--- src/rtl/intersection_light_ctrl_pkg.sv ---
// intersection_light_ctrl_pkg: shared state encoding and phase arithmetic for the intersection controller
package intersection_light_ctrl_pkg;
   localparam int ST_W = 2;
   typedef enum logic [ST_W-1:0] {
      ALL_RED = 2'd0,
      GREEN   = 2'd1,
      YELLOW  = 2'd2,
      FLASH   = 2'd3
   } state_t;
   // Modulo increment written as a compare so non-power-of-2 phase counts wrap correctly
   function automatic int unsigned wrap_inc(input int unsigned v, input int unsigned n);
      return (v + 1 >= n) ? 0 : v + 1;
   endfunction
endpackage

--- src/rtl/intersection_light_ctrl_sec_tick_gen.sv ---
// sec_tick_gen: one-cycle pulse every CL_PERIOD_TIME enabled clocks; en low holds the count
module sec_tick_gen #(
   parameter int CL_PERIOD_TIME = 100
) (
   input  logic clk,
   input  logic rstb,
   input  logic en,
   output logic sec_tick
);
   localparam int PW = (CL_PERIOD_TIME > 1) ? $clog2(CL_PERIOD_TIME) : 1;
   logic [PW-1:0] r_pre;
   logic          w_tc;
   assign w_tc     = (r_pre == PW'(CL_PERIOD_TIME - 1));
   assign sec_tick = en && w_tc;
   always_ff @(posedge clk or negedge rstb) begin
      if (!rstb) r_pre <= '0;
      else if (en) r_pre <= w_tc ? '0 : r_pre + PW'(1);
   end
endmodule

--- src/rtl/intersection_light_ctrl.sv ---
// intersection_light_ctrl: round-robin multi-phase signal controller with pedestrian walk extension
// and night flash; lamps are registered from the next-state values so they align with cnt_out.
module intersection_light_ctrl
   import intersection_light_ctrl_pkg::*;
#(
   parameter int CL_PERIOD_TIME = 100,
   parameter int NUM_PHASES     = 2,
   parameter int GREEN_TIME     = 15,
   parameter int YELLOW_TIME    = 3,
   parameter int ALLRED_TIME    = 1,
   parameter int WALK_EXT       = 5,
   parameter int PH_W           = (NUM_PHASES > 1) ? $clog2(NUM_PHASES) : 1,
   parameter int CNT_W          = $clog2(GREEN_TIME + WALK_EXT + 1)
) (
   input  logic                  clk,
   input  logic                  rstb,
   input  logic                  en,
   input  logic                  flash_mode,
   input  logic [NUM_PHASES-1:0] ped_req,
   output logic [NUM_PHASES-1:0] red,
   output logic [NUM_PHASES-1:0] yellow,
   output logic [NUM_PHASES-1:0] green,
   output logic [NUM_PHASES-1:0] walk,
   output logic [PH_W-1:0]       phase_idx,
   output logic [CNT_W-1:0]      cnt_out
);
   state_t                r_state, w_state;
   logic [CNT_W-1:0]      r_cnt, w_cnt;
   logic [PH_W-1:0]       r_phase, w_phase;
   logic [NUM_PHASES-1:0] r_pend, w_pend;
   logic                  r_grant, w_grant, r_tog, w_tog;
   logic [NUM_PHASES-1:0] r_red, r_yellow, r_green, r_walk;
   logic [NUM_PHASES-1:0] w_red, w_yellow, w_green, w_walk, w_oh;
   logic                  w_tick, w_last, w_req_now;

   sec_tick_gen #(.CL_PERIOD_TIME(CL_PERIOD_TIME)) u_tick (
      .clk      (clk),
      .rstb     (rstb),
      .en       (en),
      .sec_tick (w_tick)
   );

   assign w_last    = (r_cnt == CNT_W'(1));
   assign w_req_now = r_pend[r_phase] | ped_req[r_phase];

   always_comb begin
      w_state = r_state;
      w_cnt   = r_cnt;
      w_phase = r_phase;
      w_grant = r_grant;
      w_tog   = r_tog;
      w_pend  = en ? (r_pend | ped_req) : r_pend;
      if (w_tick) begin
         case (r_state)
            ALL_RED: begin
               if (!w_last) w_cnt = r_cnt - CNT_W'(1);
               else if (flash_mode) begin
                  w_state = FLASH;
                  w_cnt   = '0;
                  w_tog   = 1'b1;
               end else begin
                  w_state         = GREEN;
                  w_grant         = w_req_now;
                  w_cnt           = CNT_W'(GREEN_TIME) + (w_req_now ? CNT_W'(WALK_EXT) : '0);
                  w_pend[r_phase] = 1'b0;
               end
            end
            GREEN: begin
               if (!w_last) w_cnt = r_cnt - CNT_W'(1);
               else begin
                  w_state = YELLOW;
                  w_cnt   = CNT_W'(YELLOW_TIME);
                  w_grant = 1'b0;
               end
            end
            YELLOW: begin
               if (!w_last) w_cnt = r_cnt - CNT_W'(1);
               else begin
                  w_state = ALL_RED;
                  w_cnt   = CNT_W'(ALLRED_TIME);
                  w_phase = PH_W'(wrap_inc(32'(r_phase), NUM_PHASES));
               end
            end
            default: begin
               w_tog = ~r_tog;
               if (!flash_mode) begin
                  w_state = ALL_RED;
                  w_cnt   = CNT_W'(ALLRED_TIME);
                  w_tog   = 1'b0;
               end
            end
         endcase
      end
   end

   always_comb begin
      w_oh     = NUM_PHASES'(1) << w_phase;
      w_green  = (w_state == GREEN) ? w_oh : '0;
      w_walk   = (w_state == GREEN && w_grant) ? w_oh : '0;
      w_yellow = (w_state == YELLOW) ? w_oh : (w_state == FLASH) ? {NUM_PHASES{w_tog}} : '0;
      w_red    = (w_state == FLASH) ? '0 : (w_state == ALL_RED) ? '1 : ~w_oh;
   end

   always_ff @(posedge clk or negedge rstb) begin
      if (!rstb) begin
         r_state  <= ALL_RED;
         r_cnt    <= CNT_W'(ALLRED_TIME);
         r_phase  <= '0;
         r_pend   <= '0;
         r_grant  <= 1'b0;
         r_tog    <= 1'b0;
         r_red    <= '1;
         r_yellow <= '0;
         r_green  <= '0;
         r_walk   <= '0;
      end else begin
         r_state  <= w_state;
         r_cnt    <= w_cnt;
         r_phase  <= w_phase;
         r_pend   <= w_pend;
         r_grant  <= w_grant;
         r_tog    <= w_tog;
         r_red    <= w_red;
         r_yellow <= w_yellow;
         r_green  <= w_green;
         r_walk   <= w_walk;
      end
   end

   assign red       = r_red;
   assign yellow    = r_yellow;
   assign green     = r_green;
   assign walk      = r_walk;
   assign phase_idx = r_phase;
   assign cnt_out   = r_cnt;
endmodule

--- config.mk ---
export PLATFORM = sky130hd
export DESIGN_NAME = intersection_light_ctrl
export DESIGN_NICKNAME = d
export VERILOG_FILES = /design/src/rtl/intersection_light_ctrl_pkg.sv /design/src/rtl/intersection_light_ctrl_sec_tick_gen.sv /design/src/rtl/intersection_light_ctrl.sv
export SDC_FILE = /design/constraint.sdc
export NUM_CORES = 1
export LEC_CHECK = 0
export CAP_MARGIN = 15
export CELL_PAD_IN_SITES_DETAIL_PLACEMENT = 0
export CELL_PAD_IN_SITES_GLOBAL_PLACEMENT = 1
export CORE_MARGIN = 2
export CORE_UTILIZATION = 38
export DETAILED_ROUTE_END_ITERATION = 16
export PLACE_DENSITY_LB_ADDON = 0.1
export REMOVE_ABC_BUFFERS = 1
export SYNTH_ARGS = -nofsm -noshare
export SYNTH_HDL_FRONTEND = slang
export SYNTH_SLANG_ARGS = --single-unit
--- constraint.sdc ---
create_clock -name clk -period 2.1 [get_ports clk]
set_clock_uncertainty 0.1 [all_clocks]
set_input_delay 0.315 -clock clk [delete_from_list [all_inputs] [get_ports clk]]
set_output_delay 0.315 -clock clk [all_outputs]
set_load 0.005 [all_outputs]
## After elaboration in Yosys (flattened, before gate mapping)

Cells that the tools add are included.

- Bits in registers: 27
- Latch bits: 0
- RAM bits: 0
- Memory bits (read-only): 0
- Input bits: 6
- Output and inout port bits: 14
- Word-level logic and storage cells: 86
- Memories kept: 0

- Add/subtract/negate cells: 4
- Multiply operators: 0
- Divide/modulo/power cells: 0
- Order comparisons: 3
- Equality and inequality tests: 8
- Shift-type cells: 1
- Multiplexer cells: 46
- Bitwise operators: 6
- Reduce and logical (&&, ||, !) cells: 7

Operators by type and width:

| operator | count |
|---|---|
| 2-bit two-way mux | 17 |
| 5-bit two-way mux | 5 |
| 1-bit two-way mux | 17 |
| 5-bit case mux with 3 select lines | 1 |
| 7-bit by 1-bit adder with 7-bit output, second input constant | 1 |
| 7-bit == test, second input constant | 1 |
| 7-bit two-way mux | 1 |
| 2-bit == test, second input constant | 3 |
| 2-bit case mux with 3 select lines | 1 |
| 4-bit by 3-bit adder with 5-bit output, first input constant | 1 |
| 5-bit by 1-bit == test with 1-bit output, second input constant | 1 |
| 5-bit by 1-bit subtractor with 5-bit output, second input constant | 1 |
| 2-bit by 1-bit == test with 1-bit output, second input constant | 2 |
| 2-bit logical NOT | 2 |
| 4-bit by 1-bit inequality test with 1-bit output, second input constant | 1 |
| 2-bit inverter | 2 |
| 1-bit case mux with 2 select lines | 2 |
| 1-bit logical AND | 3 |
| 3-bit two-way mux | 1 |
| 1-bit by 1-bit adder with 2-bit output, second input constant | 1 |
| 2-bit AND | 1 |
| 2-bit greater-or-equal comparator, second input constant | 1 |
| 1-bit by 2-bit less-than comparator with 1-bit output, second input constant | 1 |
| 2-bit bitwise OR | 1 |
| other kinds (7) | 7 |

## Logic depth before layout (Yosys ltp)

- Word-level depth: 10
- Mapped depth: 9
- Mapped depth without buffers: 8

## Cells and area by module

A second synthesis with hierarchy kept.

- Cell total of the unflattened synthesis: 148
- Area total of the unflattened synthesis: 1555.2 µm²

Modules (own cells, without submodules):

| module | times used | cells each | area an instance (µm²) | seq. area each (µm²) |
|---|---|---|---|---|
| intersection_light_ctrl | 1 | 113 | 1198.6 | 504.2 |
| sec_tick_gen | 1 | 35 | 356.6 | 175.2 |

## Least setup slack after synthesis

Ideal clock, no wire load.

- Path kind: flip-flop to flip-flop
- From: register r_cnt[0], in the netlist cnt_out[0]
- To: register r_yellow[1], in the netlist yellow[1]
- Setup time: 0.137 ns
- Data arrival time: 1.946 ns
- Required time: 1.863 ns
- Path slack: -0.083 ns
- Cell stages (with the launch flop): 8
- Path buffers: 1
- Clock period less this slack: 2.183 ns
- Path through: dfstp_2 > ha_1 > or4b_1 > buf_6 > nor4_4 > o22ai_2 > o21ai_1 > a21oi_1

- Word-level cells in the longest chain between the ends: 7
- Elaborated cells on any way between the ends: 17
- Classes of those cells: eq/ne (3); shift (1); mux (13)

RTL lines:

| item | RTL line | text |
|---|---|---|
| start, declared | intersection_light_ctrl.sv:28 | `logic [CNT_W-1:0] r_cnt, w_cnt;` |
| start signal, assigned | intersection_light_ctrl.sv:107 | `r_cnt <= CNT_W'(ALLRED_TIME);` |
| start signal, assigned | intersection_light_ctrl.sv:118 | `r_cnt <= w_cnt;` |
| 5-bit by 1-bit == test with 1-bit output (*) | intersection_light_ctrl.sv:43 | `assign w_last = (r_cnt == CNT_W'(1));` |
| 2-bit two-way mux (on tied branches) | intersection_light_ctrl.sv:77, intersection_light_ctrl.sv:69, intersection_light_ctrl.sv:56 |  |
| 2-bit case mux with 3 select lines | intersection_light_ctrl.sv:54 | `case (r_state)` |
| 2-bit two-way mux | intersection_light_ctrl.sv:53 | `if (w_tick) begin` |
| 2-bit == test | intersection_light_ctrl.sv:100 | `w_yellow = (w_state == YELLOW) ? w_oh : (w_state == FLASH) ? {NUM_PHASES{w_tog}} : '0;` |
| 2-bit two-way mux | intersection_light_ctrl.sv:100 |  |
| 2-bit two-way mux (*) | intersection_light_ctrl.sv:100 |  |
| named net w_yellow[1] | intersection_light_ctrl.sv:33 | `logic [NUM_PHASES-1:0] w_red, w_yellow, w_green, w_walk, w_oh;` |
| end signal, assigned | intersection_light_ctrl.sv:124 | `r_yellow <= w_yellow;` |
| end, declared | intersection_light_ctrl.sv:32 | `logic [NUM_PHASES-1:0] r_red, r_yellow, r_green, r_walk;` |

The timed path passes the listed nets; every way through them passes the cells marked *.
A chain may end at the register's enable or synchronous reset.

## Worst setup path after layout

- From: register r_state[1]
- To: register r_red[0], in the netlist red[0]

- Word-level cells in the longest chain between the ends: 7
- Elaborated cells on any way between the ends: 17
- Classes of those cells: eq/ne (3); shift (1); mux (10); bitwise (1); reduce/logical (2)

RTL lines:

| item | RTL line | text |
|---|---|---|
| start, declared | intersection_light_ctrl.sv:27 | `state_t r_state, w_state;` |
| start signal, assigned | intersection_light_ctrl.sv:117 | `r_state <= w_state;` |
| branches (longest 6 deep; another with 2-bit case mux with 3 select lines) | n/a |  |
| 2-bit two-way mux (*) | intersection_light_ctrl.sv:101 | `w_red = (w_state == FLASH) ? '0 : (w_state == ALL_RED) ? '1 : ~w_oh;` |
| named net w_red[0] | intersection_light_ctrl.sv:33 |  |
| end signal, assigned | intersection_light_ctrl.sv:123 | `r_red <= w_red;` |
| end, declared | intersection_light_ctrl.sv:32 |  |

Mark *: on every way through the listed nets, which the timed path passes.

==> impl_metrics.ini <==
[outcome]
status = finished with violations
violations = negative setup slack

[sta]
slew_headroom_pct = 72.0
min_period_ns = 2.17
setup_viol = 5
timing.final.ws_setup_ns = -0.0729
max_slew.worst_pin.slew_ns = 0.416
clock.fmax_ghz = 0.460
hold_ws_ns = 0.300
hold_viol = 0
slew_viol_final = 0
rsz0062_at_grt = true
finalCritPeriodShare_pct = 103

[clocking]
clk_root_buffer_cell = clkbuf_8
numCtsBuffers = 3
clockBufferDepth = 2
cts_num_sinks = 27
cts_tree = done
insertion_delay_ns = 0.28
htree_levels = 1
path_clk_slew_ns = 0.09

[logic_synthesis]
async_reset_ff_share_pct = 100
synthDistinctLibCells = 49
ys_top_cells_by_count = 24 x dfrtp_1, 15 x nand2_1, 13 x a21oi_1, 9 x inv_1, 8 x nor2_1
synthCells = 151
netlist_area_sq_um = 1530
synth_top_area_share_pct = 39.2
seq_area_frac_synth_pct = 44.4
netlist.top_cell.by_area = dfrtp_1
synth_most_common_cell = dfrtp_1
ys_ff_latch = 27
synthFlopType = dfrtp_1
synth_edf_count = 0
synthTopCellsByArea = dfrtp_1 39%, ha_1 5.7%, dfstp_2 5.2%, a21oi_1 4.3%, nand2_1 3.7%
synth.avg_cell_area_sq_um = 10.1
yosysWarnings = 0

[layout]
area_growth_pct = 39.7
layout.nets = 217
fillCellCount = 370
drive_gt1_share_pct = 31.0
num_antenna_cells = 0
finalInstanceArea_sq_um = 2140

[floorplanning]
fp.dieW_um = 67.5
die-area_sq_um = 4550
rows = 23
ios = 20
initial_utilization_pct = 38.8
coreArea_sq_um = 3940
die_h_um = 67.5

[route]
drt-pass1-iter-count = 4
routedWlPerCell_um = 14.0
drt_iter0_markers = 46
wl_met3_um = 78
met2_length_um = 1750
wl_um = 3550
route.detailed.drc = 0
antenna_left = 0
routed.top_layer = met4
vias = 1272
avgViaCountPerCell = 5.03
met1_length_um = 1670

[run]
cap_violations = 0

[placed_design]
post-dp-hpwl_um = 2700
port_buffers = 19
postPlaceCellArea_sq_um = 1970
gp_congestion = 0.812

[global_routing]
first_global_vias = 1252
grt_max_degree = 28
overflow = 0
track_usage_pct = 17.9
grt_pass1_wl_um = 6080
antenna_found_initial = 0

[setup_path]
path_max_fanout = 5
cp.arrival_ns = 2.29
crit_type = flop to flop
endpoint_kind = flop
startpoint_type = flop
critPathRequiredTime_ns = 2.22
reg2reg_depth = 7

[pwr]
p_per_area_nw_per_um2 = 535
p_leak_uw = 0.000943
peakVddDrop_uv = 347

[min_path]
min-delay-path-class = input port to asynchronous set/reset pin
## critical path: stages, from the launching register on
cell and delay (ns):
dfrtp_2 0.45, ha_4 0.18, or4bb_4 0.57, nor4_4 0.28
o22ai_4 0.16, buf_4 0.16, a21oi_1 0.17, a21oi_2 0.04
## metal layers
metal	track usage, %	vias to the layer above
met5	0	-
met4	5.36	0
met3	2.83	5
met2	29.8	11
met1	23.9	605
li1	-	651
## state kept, by name, summed over array words and instances (netlist names)
| name | flops |
|---|---|
| yellow | 2 |
| r_tog | 1 |
| r_grant | 1 |
| green | 2 |
| r_pend | 2 |
| phase_idx | 1 |
| red | 2 |
| walk | 2 |
| u_tick.r_pre | 7 |
| cnt_out | 5 |
| r_state | 2 |
## kinds of logic (layout without fill, tap and decap cells)
family | after synthesis | in the layout | share of synthesized area [%]
xor+xnor | 5 | 5 | 3.35
fa+ha+maj | 7 | 7 | 5.72
mux | 1 | 1 | 0.654
simple gates | 56 | 56 | 24.2
compound gates | 40 | 40 | 17.1
buf+inv | 15 | 67 | 4.58
flops | 27 | 27 | 44.4
## cell usage in the layout (no fill, tap or decap), types with 4 or more instances in the layout
cell and n:
nor2_1 8, clkdlybuf4s50_1 19, ha_1 4, nand2_1 15, nand3_1 5, inv_1 9
buf_4 31, a21oi_1 12, dfrtp_1 23, o31ai_1 4, o21ai_1 4
## report_power, final
part | total, uW | leakage, uW | internal, uW | switching, uW
sequential | 635 | 0.000339 | 571 | 64.1
combinational | 207 | 0.000579 | 111 | 96.9
clock | 301 | 0.0000255 | 133 | 168
total | 1140 | 0.000943 | 815 | 329
## worst paths after layout
path | from | slack, ns | to
max | r_state[1] | -0.07 | red[0]
min in group clk | u_tick.r_pre[6] | 0.41 | u_tick.r_pre[6]
min reg2reg | u_tick.r_pre[6] | 0.41 | u_tick.r_pre[6]
min | rstb | 0.30 | r_pend[1]
max in group asynchronous | rstb | 1.30 | red[0]
max reg2reg | r_state[1] | -0.07 | red[0]
## repair_timing
action / CTS / global route
gates resized for setup: 8 / 10
pin swaps: 5 / 9
setup buffers: 1 / 6
endpoints found under the setup margin: 9 / 12
hold buffers: 0 / 0
## stage by stage
step / instances / setup TNS [ns] / worst slack [ns] / power (uW) / utilization, %
detailed placement: 244 / -1.33 / -0.195 / 834 / 49.9
global route: 253 / -0.878 / -0.134 / 1220 / 54.2
global placement: 244 / -0.988 / -0.137 / 824 / 49.9
CTS: 249 / -0.443 / -0.102 / 1140 / 52.3
finish: 253 / -0.189 / -0.0729 / 1140 / 54.2
floorplan: 148 / -0.876 / -0.157 / 742 / -
## cell type report
cell class / count / area, sq um / share of cell area [%]
Multi-Input combinational cell: 109 / 862 / 40.3
Tap cell: 50 / 62.6 / 2.93
Timing Repair Buffer: 51 / 434 / 20.3
Sequential cell: 27 / 681 / 31.9
Inverter: 12 / 51.3 / 2.40
Clock buffer: 3 / 41.3 / 1.93
Clock inverter: 1 / 5.00 / 0.234
Note: power is estimated with default switching activity, not from simulation.
